## config.mk

```make
export PLATFORM = sky130hd
export DESIGN_NAME = drive_sequencer
export DESIGN_NICKNAME = d
export VERILOG_FILES = /design/src/rtl/rover_pkg.sv /design/src/rtl/drive_sequencer_sync_debounce.sv /design/src/rtl/drive_sequencer.sv
export SDC_FILE = /design/constraint.sdc
export NUM_CORES = 1
export LEC_CHECK = 0
export CORE_MARGIN = 8
export CORE_UTILIZATION = 60
export CTS_CLUSTER_DIAMETER = 50
export CTS_CLUSTER_SIZE = 40
export DETAILED_ROUTE_END_ITERATION = 7
export PLACE_DENSITY = 0.93
export REMOVE_ABC_BUFFERS = 1
export SETUP_SLACK_MARGIN = 0.15
export SKIP_LAST_GASP = 1
export SYNTH_ARGS = -nofsm -noshare
export SYNTH_HDL_FRONTEND = slang
export SYNTH_SLANG_ARGS = --single-unit
```

## constraint.sdc

```tcl
create_clock -name clk -period 5.05 [get_ports clk]
set_clock_uncertainty 0.05 [all_clocks]
set_input_delay 1.01 -clock clk [delete_from_list [all_inputs] [get_ports clk]]
set_output_delay 1.01 -clock clk [all_outputs]
set_load 0.005 [all_outputs]
```

## src/rtl/rover_pkg.sv

```systemverilog
// rover_pkg: direction codes and FSM state encoding shared by the rover motion blocks
package rover_pkg;

    localparam logic [3:0] FWD   = 4'b0101;
    localparam logic [3:0] REV   = 4'b1010;
    localparam logic [3:0] PIV_L = 4'b0110;
    localparam logic [3:0] PIV_R = 4'b1001;

    typedef enum logic [2:0] {
        IDLE    = 3'd0,
        FOLLOW  = 3'd1,
        AV_REV  = 3'd2,
        AV_TURN = 3'd3,
        AV_FWD  = 3'd4,
        HALT    = 3'd5
    } state_t;

    function automatic logic drives(input state_t s);
        return s == FOLLOW || s == AV_REV || s == AV_TURN || s == AV_FWD;
    endfunction

endpackage

```

## src/rtl/drive_sequencer_sync_debounce.sv

```systemverilog
// sync_debounce: two-flop synchroniser followed by an optional stability filter
module sync_debounce #(
    parameter int DEBOUNCE_CYC = 1024
) (
    input  logic clk,
    input  logic rst,
    input  logic din,
    output logic level
);

    logic s1_q, s2_q;

    // bring the asynchronous pin into the clock domain
    always_ff @(posedge clk) begin
        if (rst) begin
            s1_q <= 1'b0;
            s2_q <= 1'b0;
        end else begin
            s1_q <= din;
            s2_q <= s1_q;
        end
    end

    generate
        if (DEBOUNCE_CYC == 0) begin : g_raw
            assign level = s2_q;
        end else begin : g_deb
            localparam int CW = DEBOUNCE_CYC > 1 ? $clog2(DEBOUNCE_CYC) : 1;
            localparam logic [CW-1:0] LAST = CW'(DEBOUNCE_CYC - 1);
            logic [CW-1:0] cnt_q, cnt_d;
            logic          lvl_q, lvl_d;
            // count consecutive cycles the synchronised input disagrees with the filtered level
            always_comb begin
                cnt_d = (s2_q == lvl_q || cnt_q == LAST) ? '0 : cnt_q + 1'b1;
                lvl_d = (s2_q != lvl_q && cnt_q == LAST) ? s2_q : lvl_q;
            end
            // filter state
            always_ff @(posedge clk) begin
                if (rst) begin
                    cnt_q <= '0;
                    lvl_q <= 1'b0;
                end else begin
                    cnt_q <= cnt_d;
                    lvl_q <= lvl_d;
                end
            end
            assign level = lvl_q;
        end
    endgenerate

endmodule

```

## src/rtl/drive_sequencer.sv

```systemverilog
// drive_sequencer: prioritised line-follow / obstacle-avoid / red-halt motor FSM with PWM enables
module drive_sequencer
    import rover_pkg::*;
#(
    parameter int DEBOUNCE_CYC = 1024,
    parameter int REV_CYC      = 50000,
    parameter int TURN_CYC     = 100000,
    parameter int FWD_CYC      = 150000,
    parameter int PWM_BITS     = 8
) (
    input  logic                clk,
    input  logic                rst,
    input  logic                go,
    input  logic [3:0]          lf_cmd,
    input  logic                lf_valid,
    input  logic                proxim,
    input  logic                red,
    input  logic [PWM_BITS-1:0] duty,
    output logic [3:0]          motor_in,
    output logic [1:0]          motor_en,
    output logic [2:0]          state,
    output logic [7:0]          avoid_cnt
);

    localparam int MAXC = (REV_CYC > TURN_CYC) ? ((REV_CYC > FWD_CYC) ? REV_CYC : FWD_CYC)
                                               : ((TURN_CYC > FWD_CYC) ? TURN_CYC : FWD_CYC);
    localparam int CW = $clog2(MAXC + 1);
    localparam logic [CW-1:0] REV_LD  = CW'(REV_CYC - 1);
    localparam logic [CW-1:0] TURN_LD = CW'(TURN_CYC - 1);
    localparam logic [CW-1:0] FWD_LD  = CW'(FWD_CYC - 1);

    logic                prox_f, red_s, prox_prev_q;
    state_t              state_q, state_d;
    logic [CW-1:0]       cnt_q, cnt_d;
    logic [PWM_BITS-1:0] pc_q, pc_d;
    logic [3:0]          lf_q, lf_d;
    logic [3:0]          motor_in_q, motor_in_d;
    logic [1:0]          motor_en_q, motor_en_d;
    logic [7:0]          avoid_q, avoid_d;

    sync_debounce #(.DEBOUNCE_CYC(DEBOUNCE_CYC)) u_prox (
        .clk   (clk),
        .rst   (rst),
        .din   (proxim),
        .level (prox_f)
    );

    sync_debounce #(.DEBOUNCE_CYC(0)) u_red (
        .clk   (clk),
        .rst   (rst),
        .din   (red),
        .level (red_s)
    );

    // next state: red overrides obstacle, obstacle overrides normal phase progress
    always_comb begin
        state_d = state_q;
        case (state_q)
            IDLE:    if (go) state_d = FOLLOW;
            FOLLOW:  if (prox_f && !prox_prev_q) state_d = AV_REV;
            AV_REV:  if (cnt_q == '0) state_d = AV_TURN;
            AV_TURN: if (cnt_q == '0) state_d = AV_FWD;
            AV_FWD:  state_d = prox_f ? AV_REV : (cnt_q == '0 ? FOLLOW : AV_FWD);
            HALT:    if (!red_s) state_d = IDLE;
            default: state_d = IDLE;
        endcase
        if (state_q != IDLE && state_q != HALT && red_s) state_d = HALT;
    end

    // phase timer reloads on every state change so each phase lasts exactly its cycle count
    always_comb begin
        cnt_d = state_d != state_q ? (state_d == AV_REV  ? REV_LD  :
                                      state_d == AV_TURN ? TURN_LD :
                                      state_d == AV_FWD  ? FWD_LD  : '0)
                                   : (cnt_q != '0 ? cnt_q - 1'b1 : '0);
    end

    // datapath: PWM counter, accepted steering command, registered bridge outputs, manoeuvre count
    always_comb begin
        pc_d       = pc_q + 1'b1;
        lf_d       = (state_q == FOLLOW && lf_valid) ? lf_cmd : lf_q;
        motor_in_d = state_d == IDLE    ? FWD   :
                     state_d == FOLLOW  ? lf_d  :
                     state_d == AV_REV  ? REV   :
                     state_d == AV_TURN ? PIV_L :
                     state_d == AV_FWD  ? FWD   : motor_in_q;
        motor_en_d = {2{drives(state_d) && (pc_q < duty)}};
        avoid_d    = (state_q == AV_FWD && state_d == FOLLOW && avoid_q != 8'hFF) ? avoid_q + 8'd1 : avoid_q;
    end

    // all state and outputs registered together
    always_ff @(posedge clk) begin
        if (rst) begin
            state_q     <= IDLE;
            cnt_q       <= '0;
            pc_q        <= '0;
            lf_q        <= FWD;
            motor_in_q  <= FWD;
            motor_en_q  <= 2'b00;
            avoid_q     <= 8'd0;
            prox_prev_q <= 1'b0;
        end else begin
            state_q     <= state_d;
            cnt_q       <= cnt_d;
            pc_q        <= pc_d;
            lf_q        <= lf_d;
            motor_in_q  <= motor_in_d;
            motor_en_q  <= motor_en_d;
            avoid_q     <= avoid_d;
            prox_prev_q <= prox_f;
        end
    end

    assign motor_in  = motor_in_q;
    assign motor_en  = motor_en_q;
    assign state     = state_q;
    assign avoid_cnt = avoid_q;

endmodule
```

# --- Yosys cells after proc, flatten, opt, wreduce, memory -nomap -nowiden ---
# Cells that the tools add are included.
word_totals:
  input_bits: 18
  out_inout_bits: 17
  wordCells: 74
  regBits: 62
op_classes:
  eq_ne: 15
  n_reduce_logical: 21
  mux: 19
  add_sub_neg: 4
  magnitude_cmp: 1
ops:
  columns: ["cell", "count"]
  rows:
  - ["18-bit 2-to-1 mux", 5]
  - ["3-bit 2-to-1 mux", 8]
  - ["4-bit 2-to-1 mux", 5]
  - ["18-bit logical NOT", 1]
  - ["3-bit one-hot mux with 6 select lines", 1]
  - ["18-bit nonzero test", 1]
  - ["18-bit by 1-bit subtractor with 18-bit output (second input constant)", 1]
  - ["8-bit by 1-bit adder with 8-bit output (second input constant)", 2]
  - ["3-bit by 2-bit == test with 1-bit output (second input constant)", 4]
  - ["10-bit by 1-bit adder with 10-bit output (second input constant)", 1]
  - ["10-bit == test (second input constant)", 1]
  - ["3-bit == test (second input constant)", 3]
  - ["1-bit logical AND", 8]
  - ["8-bit less-than comparator", 1]
  - ["8-bit != test (second input constant)", 1]
  - ["3-bit by 1-bit == test with 1-bit output (second input constant)", 2]
  - ["3-bit logical NOT", 2]
  - ["1-bit logical OR", 4]
  - ["4-bit nonzero test", 1]
  - ["2-bit OR reduction", 2]
  - ["3-bit != test", 1]
  - ["3-bit != test (second input constant)", 1]
  - ["3-bit nonzero test", 1]
  - ["1-bit == test", 1]
  - ["other kinds (2)", 2]

# --- Logic depth before layout (Yosys ltp) ---
depth:
  depth_word: 10
  depth_mapped: 12
  mapped_depth_nobuf: 10

# --- Hierarchy ---
# From an unflattened synthesis, not the netlist that was laid out.
unflattened:
  cells_unflattened: 349
  area_unflattened_um2: 3139.3
by_module_without_submodules:
  columns: ["module", "n_inst", "cells_each", "area_per_inst_um2", "seq_area_each_um2"]
  rows:
  - ["drive_sequencer", 1, 285, 2533.7, 940.9]
  - ["sync_debounce (u_prox)", 1, 60, 553.0, 260.2]
  - ["sync_debounce (u_red)", 1, 4, 52.6, 40.0]

# --- Least setup slack after synthesis ---
# Ideal clock, no wire load.
synth_timing:
  kind: "input to register"
  start: "in go"
  end: "reg cnt_q[7]"
  arrival_time_ns: 2.488
  path_slack_ns: 2.438
  stages: 9
  n_path_buf: 2
  t_required_ns: 4.926
  setup_ns: 0.074
  cell_sequence: "nor2_1 > o41ai_1 > a41oi_1 > and3b_1 > buf_6 > o211a_1 > buf_6 > or4_4 > o211ai_2"
synth_between:
  elab_chain_cells: 8
  elab_cells_between_ends: 11
  classes_between: "eq/ne (4); mux (7)"
synth_rtl:
  columns: ["element", "line", "source"]
  rows:
  - ["start: declaration", "drive_sequencer.sv:13", "input logic go,"]
  - ["3-bit 2-to-1 mux (*)", "drive_sequencer.sv:59", "IDLE: if (go) state_d = FOLLOW;"]
  - ["3-bit one-hot mux with 6 select lines (*)", "drive_sequencer.sv:58", "case (state_q)"]
  - ["3-bit 2-to-1 mux (*)", "drive_sequencer.sv:67", "if (state_q != IDLE && state_q != HALT && red_s) state_d = HALT;"]
  - ["3-bit == test", "drive_sequencer.sv:74", "state_d == AV_FWD ? FWD_LD : '0)"]
  - ["18-bit 2-to-1 mux", "drive_sequencer.sv:74", null]
  - ["18-bit 2-to-1 mux", "drive_sequencer.sv:73", "state_d == AV_TURN ? TURN_LD :"]
  - ["18-bit 2-to-1 mux", "drive_sequencer.sv:72", "cnt_d = state_d != state_q ? (state_d == AV_REV ? REV_LD :"]
  - ["18-bit 2-to-1 mux (*)", "drive_sequencer.sv:72", null]
  - ["end signal: assignment", "drive_sequencer.sv:104", "cnt_q <= cnt_d;"]
  - ["end: declaration", "drive_sequencer.sv:34", "logic [CW-1:0] cnt_q, cnt_d;"]
# Every way passes the cells marked *; elsewhere a longest branch is shown, timed or not.
# A chain may end at the register's enable or synchronous reset.

# --- Final worst setup path ---
layout_timing:
  start: "reg cnt_q[0]"
  end: "reg avoid_q[6], in the netlist avoid_cnt[6]"
layout_between:
  elab_chain_cells: 8
  elab_cells_between_ends: 10
  classes_between: "eq/ne (1); mux (6); reduce/logical (3)"
layout_rtl:
  columns: ["element", "line", "source"]
  rows:
  - ["18-bit logical NOT (*)", "drive_sequencer.sv:61, drive_sequencer.sv:62, drive_sequencer.sv:63", null]
  - ["3-bit 2-to-1 mux (2 in series)", "drive_sequencer.sv:63", "AV_FWD: state_d = prox_f ? AV_REV : (cnt_q == '0 ? FOLLOW : AV_FWD);"]
  - ["3-bit one-hot mux with 6 select lines (*)", "drive_sequencer.sv:58", null]
  - ["3-bit 2-to-1 mux (*)", "drive_sequencer.sv:67", null]
  - ["3-bit by 1-bit == test with 1-bit output (*)", "drive_sequencer.sv:88", "avoid_d = (state_q == AV_FWD && state_d == FOLLOW && avoid_q != 8'hFF) ? avoid_q + 8'd1 : avoid_q;"]
  - ["1-bit logical AND (*) (2 in series)", "drive_sequencer.sv:88", null]
  - ["end signal: assignment", "drive_sequencer.sv:109", "avoid_q <= avoid_d;"]
  - ["end: declaration", "drive_sequencer.sv:39", "logic [7:0] avoid_q, avoid_d;"]
# Marks and branches as above.

==> flow_metrics.env <==
export IMPL_outcome="finished, final reports clean"
export IMPL_max_stage_delay_ps=500
export IMPL_power_density_mw_per_mm2=469
export IMPL_boundaryPins=35
export IMPL_hold_ws_ps=393
export IMPL_cp_slowest_cell="nand4b_1"
export IMPL_r2r_end="avoid_cnt[6]"
export IMPL_cts_tree="done"
export IMPL_wl_per_cell_um=15.1
export IMPL_drc=0
export IMPL_synth_compound_area_share_pct=13.2
export IMPL_dp_cells=432
export IMPL_critPathLaunchType="flop"
export IMPL_final_setup_tns_ps=0
export IMPL_relSlewSlack_pct=63.6
export IMPL_die_area_sq_mm=0.00765
export IMPL_synth_xor_area_share_pct=8.86
export IMPL_synth_cells=341
export IMPL_fmax_mhz=312
export IMPL_worstMarginPinSlew_ps=545
export IMPL_synth_top_cell_area_share_pct=40.5
export IMPL_r2r_start="cnt_q[0]"
export IMPL_crit_type="reg2reg"
export IMPL_synth_area_leader_cell="dfxtp_1"
export IMPL_synthSimpleGateAreaFrac_pct=25.3
export IMPL_irDropWorstVdd_mv=0.255
export IMPL_die_w_um=87.5
export IMPL_cts_buffers=9
export IMPL_ys_seq_area_share_pct=40.5
export IMPL_fin_crit_sh_pct=63.6
export IMPL_total_power_mw=1.69
export IMPL_avgSynthCellArea_sq_um=8.98
export IMPL_rsz0062_at_grt="false"
export IMPL_drt_pass1_iter_count=4
export IMPL_max_cap_violations=0
export IMPL_ys_flop_type="dfxtp_1"
export IMPL_worstPathCellList="inv_1, ha_1, nor4b_1, and3_1, nand3_1, a21oi_2, nand4b_1, nor3_1, mux2_2"
export IMPL_routabilityCongestion=0.926
export IMPL_final_nets=403
export IMPL_cts_buffer_depth=2
export IMPL_overflow=0
export IMPL_routed_wl_um=6770
export IMPL_synth_edf_count=0
export IMPL_synth_most_common_cell="dfxtp_1"
export IMPL_leakage_nw=1.45
export IMPL_setup_viol=0
export IMPL_io_buffers=34
export IMPL_finalMaxSlewViolations=0
export IMPL_via_per_inst=5.65
export IMPL_hpwl_um=4790
export IMPL_cts_post_setup_buffers_inserted=0
export IMPL_yosys_cell_types_count=59
export IMPL_grtUsageTotal_pct=19.0
export IMPL_insertion_delay_ps=350
export IMPL_period_needed_ps=3210
export IMPL_ys_top_cells_by_area="dfxtp_1, nor2_1, xor2_1"
export IMPL_rows=26
export IMPL_async_reset_ff_share_pct=0
export IMPL_syn2layout_area_growth_pct=17.9
export IMPL_critical_path_endpoint_type="flop"
export IMPL_grt_pass1_wl_um=11400
export IMPL_synth_fa_ha_area_share_pct=4.90
export IMPL_grt_max_degree=33
export IMPL_synthTopCellsByCount="dfxtp_1, nor2_1, nand3_1"
export IMPL_critPathLaunch="cnt_q[0]"
export IMPL_hold_class="reg2reg"
export IMPL_synth_top_family_by_area="simple AND/OR/NAND/NOR gates"
export IMPL_synth_cell_area_sq_mm=0.00306
export IMPL_antenna_cells=0
export IMPL_r2r_slack_ps=1840
export IMPL_vias=2526
export IMPL_arrival_ps=3390
export IMPL_clkSinkCount=62
export IMPL_muxShareOfSynthArea_pct=2.70
export IMPL_cts_root_buf="clkbuf_8"
export IMPL_fp_dieH_um=87.5
export IMPL_hold_end="u_red.level"
export IMPL_hold_path_depth=1
export IMPL_reg2reg_depth=9
export IMPL_required_ps=5230
export IMPL_hold_viol=0
export IMPL_synth_seq_cells=62
export IMPL_drt_iter0_markers=157
export IMPL_antenna_found_initial=0
export IMPL_drive_gt1_share_pct=8.49
export IMPL_grt_pass1_vias=2505
export IMPL_core_area_sq_mm=0.00501
export IMPL_clkTransAtPathRegs_ps=70
export IMPL_cts_hold_buffers=0
export IMPL_min_from="u_red.s1_q"
export IMPL_ctsHtreeMaxLevel=3
export IMPL_cts_resized=0
export IMPL_fin_cells=447
export IMPL_initial_core_util_pct=61.1
export IMPL_antenna_left=0
export IMPL_synth_warnings=0
export IMPL_crit_path_max_fanout=12
## stage by stage
| step | utilization, % | setup WS (ps) | area (sq um) |
|---|---|---|---|
| after floorplan | - | 2380 | 2990 |
| after global placement | 68.3 | 1710 | 3420 |
| after detailed placement | 68.3 | 1620 | 3420 |
| after CTS | 72.1 | 1790 | 3610 |
| after global routing | 72.1 | 1490 | 3610 |
| final | 72.1 | 1840 | 3610 |
## state kept, by name, summed over array words and instances (netlist names)
register,cells
cnt_q,18
u_prox.level,1
prox_prev_q,1
motor_in,4
u_prox.g_deb.cnt_q,10
lf_q,4
u_prox.s1_q,1
motor_en,1
pc_q,8
u_prox.s2_q,1
u_red.s1_q,1
state,3
u_red.level,1
avoid_cnt,8
## area by class of cell
class | instances | area (sq um)
Clock buffer | 11 | 141
Tap cell | 70 | 87.6
Inverter | 16 | 60.1
Multi-Input combinational cell | 249 | 1690
Fill cell | 388 | 1400
Sequential cell | 62 | 1240
Clock inverter | 4 | 47.5
Timing Repair Buffer | 35 | 348
## worst max-delay path: cells and delay by family, from the launching register on
kind	cells	cell delay (ps)
adder cells (fa/ha/maj)	1	140
multiplexers	1	370
flip-flops	1	340
AND/OR/NAND/NOR	5	1710
AO/OA/AOI/OAI	1	380
buffers and inverters	1	100
## worst max path at each step
| stage | cells after the start | endpoint | slack [ps] |
|---|---|---|---|
| detailed placement | 8 | avoid_cnt[5] | 1620 |
| floorplan | 7 | avoid_cnt[5] | 2380 |
| finish | 9 | avoid_cnt[6] | 1840 |
| global placement | 8 | avoid_cnt[7] | 1710 |
| global route | 9 | avoid_cnt[5] | 1490 |
| CTS | 9 | avoid_cnt[6] | 1790 |
## layout by cell type, fill, tap and decap left out, types with 2 or more instances in the layout
| master | synthesis | layout |
|---|---|---|
| dfxtp_1 | 62 | 62 |
| nor2_1 | 44 | 44 |
| clkdlybuf4s50_1 | 0 | 34 |
| nand3_1 | 20 | 20 |
| xor2_1 | 18 | 18 |
| inv_1 | 16 | 16 |
| nor2b_1 | 14 | 14 |
| xnor2_1 | 13 | 13 |
| nand2_1 | 13 | 13 |
| ha_1 | 12 | 12 |
| o21ai_0 | 11 | 11 |
| clkbuf_8 | 0 | 10 |
| nor3_1 | 7 | 7 |
| mux2i_1 | 6 | 6 |
| nand2b_1 | 6 | 6 |
| and3_1 | 6 | 6 |
| a21oi_1 | 6 | 6 |
| or4_1 | 5 | 5 |
| or2_2 | 4 | 4 |
| a21o_1 | 4 | 4 |
| nor4_1 | 3 | 3 |
| o31ai_1 | 3 | 3 |
| o211a_1 | 3 | 3 |
| and3b_1 | 3 | 3 |
| nand3b_1 | 3 | 3 |
| o21ai_2 | 3 | 3 |
| o32ai_1 | 3 | 3 |
| or4_4 | 2 | 2 |
| a211o_1 | 2 | 2 |
| nand4_1 | 2 | 2 |
| nand4b_1 | 2 | 2 |
| o211ai_1 | 2 | 2 |
| o21bai_1 | 2 | 2 |
| mux2_2 | 2 | 2 |
| o22ai_1 | 2 | 2 |
| or3_1 | 2 | 2 |
| o21ai_1 | 2 | 2 |
| clkinv_2 | 0 | 2 |
## cells by family (layout without fill, tap and decap cells)
family	count (synthesis)	count (layout)
mux	8	8
simple gates	142	142
fa+ha+maj	12	12
buf+inv	30	66
compound gates	56	56
flops	62	62
xor+xnor	31	31
## per-layer routing
metal	up-vias	track usage [%]	part of all wire, %
met4	0	12.7	3.1
met3	19	5.19	4.4
met5	-	0	0
met1	1183	21.8	44
li1	1259	-	-
met2	65	30.1	49
## power breakdown
part / internal (mW) / total, mW / switching, mW
clock network: 0.237 / 0.424 / 0.187
logic: 0.284 / 0.638 / 0.354
registers: 0.557 / 0.631 / 0.0735
No activity file was read; power rests on OpenSTA's default activity.
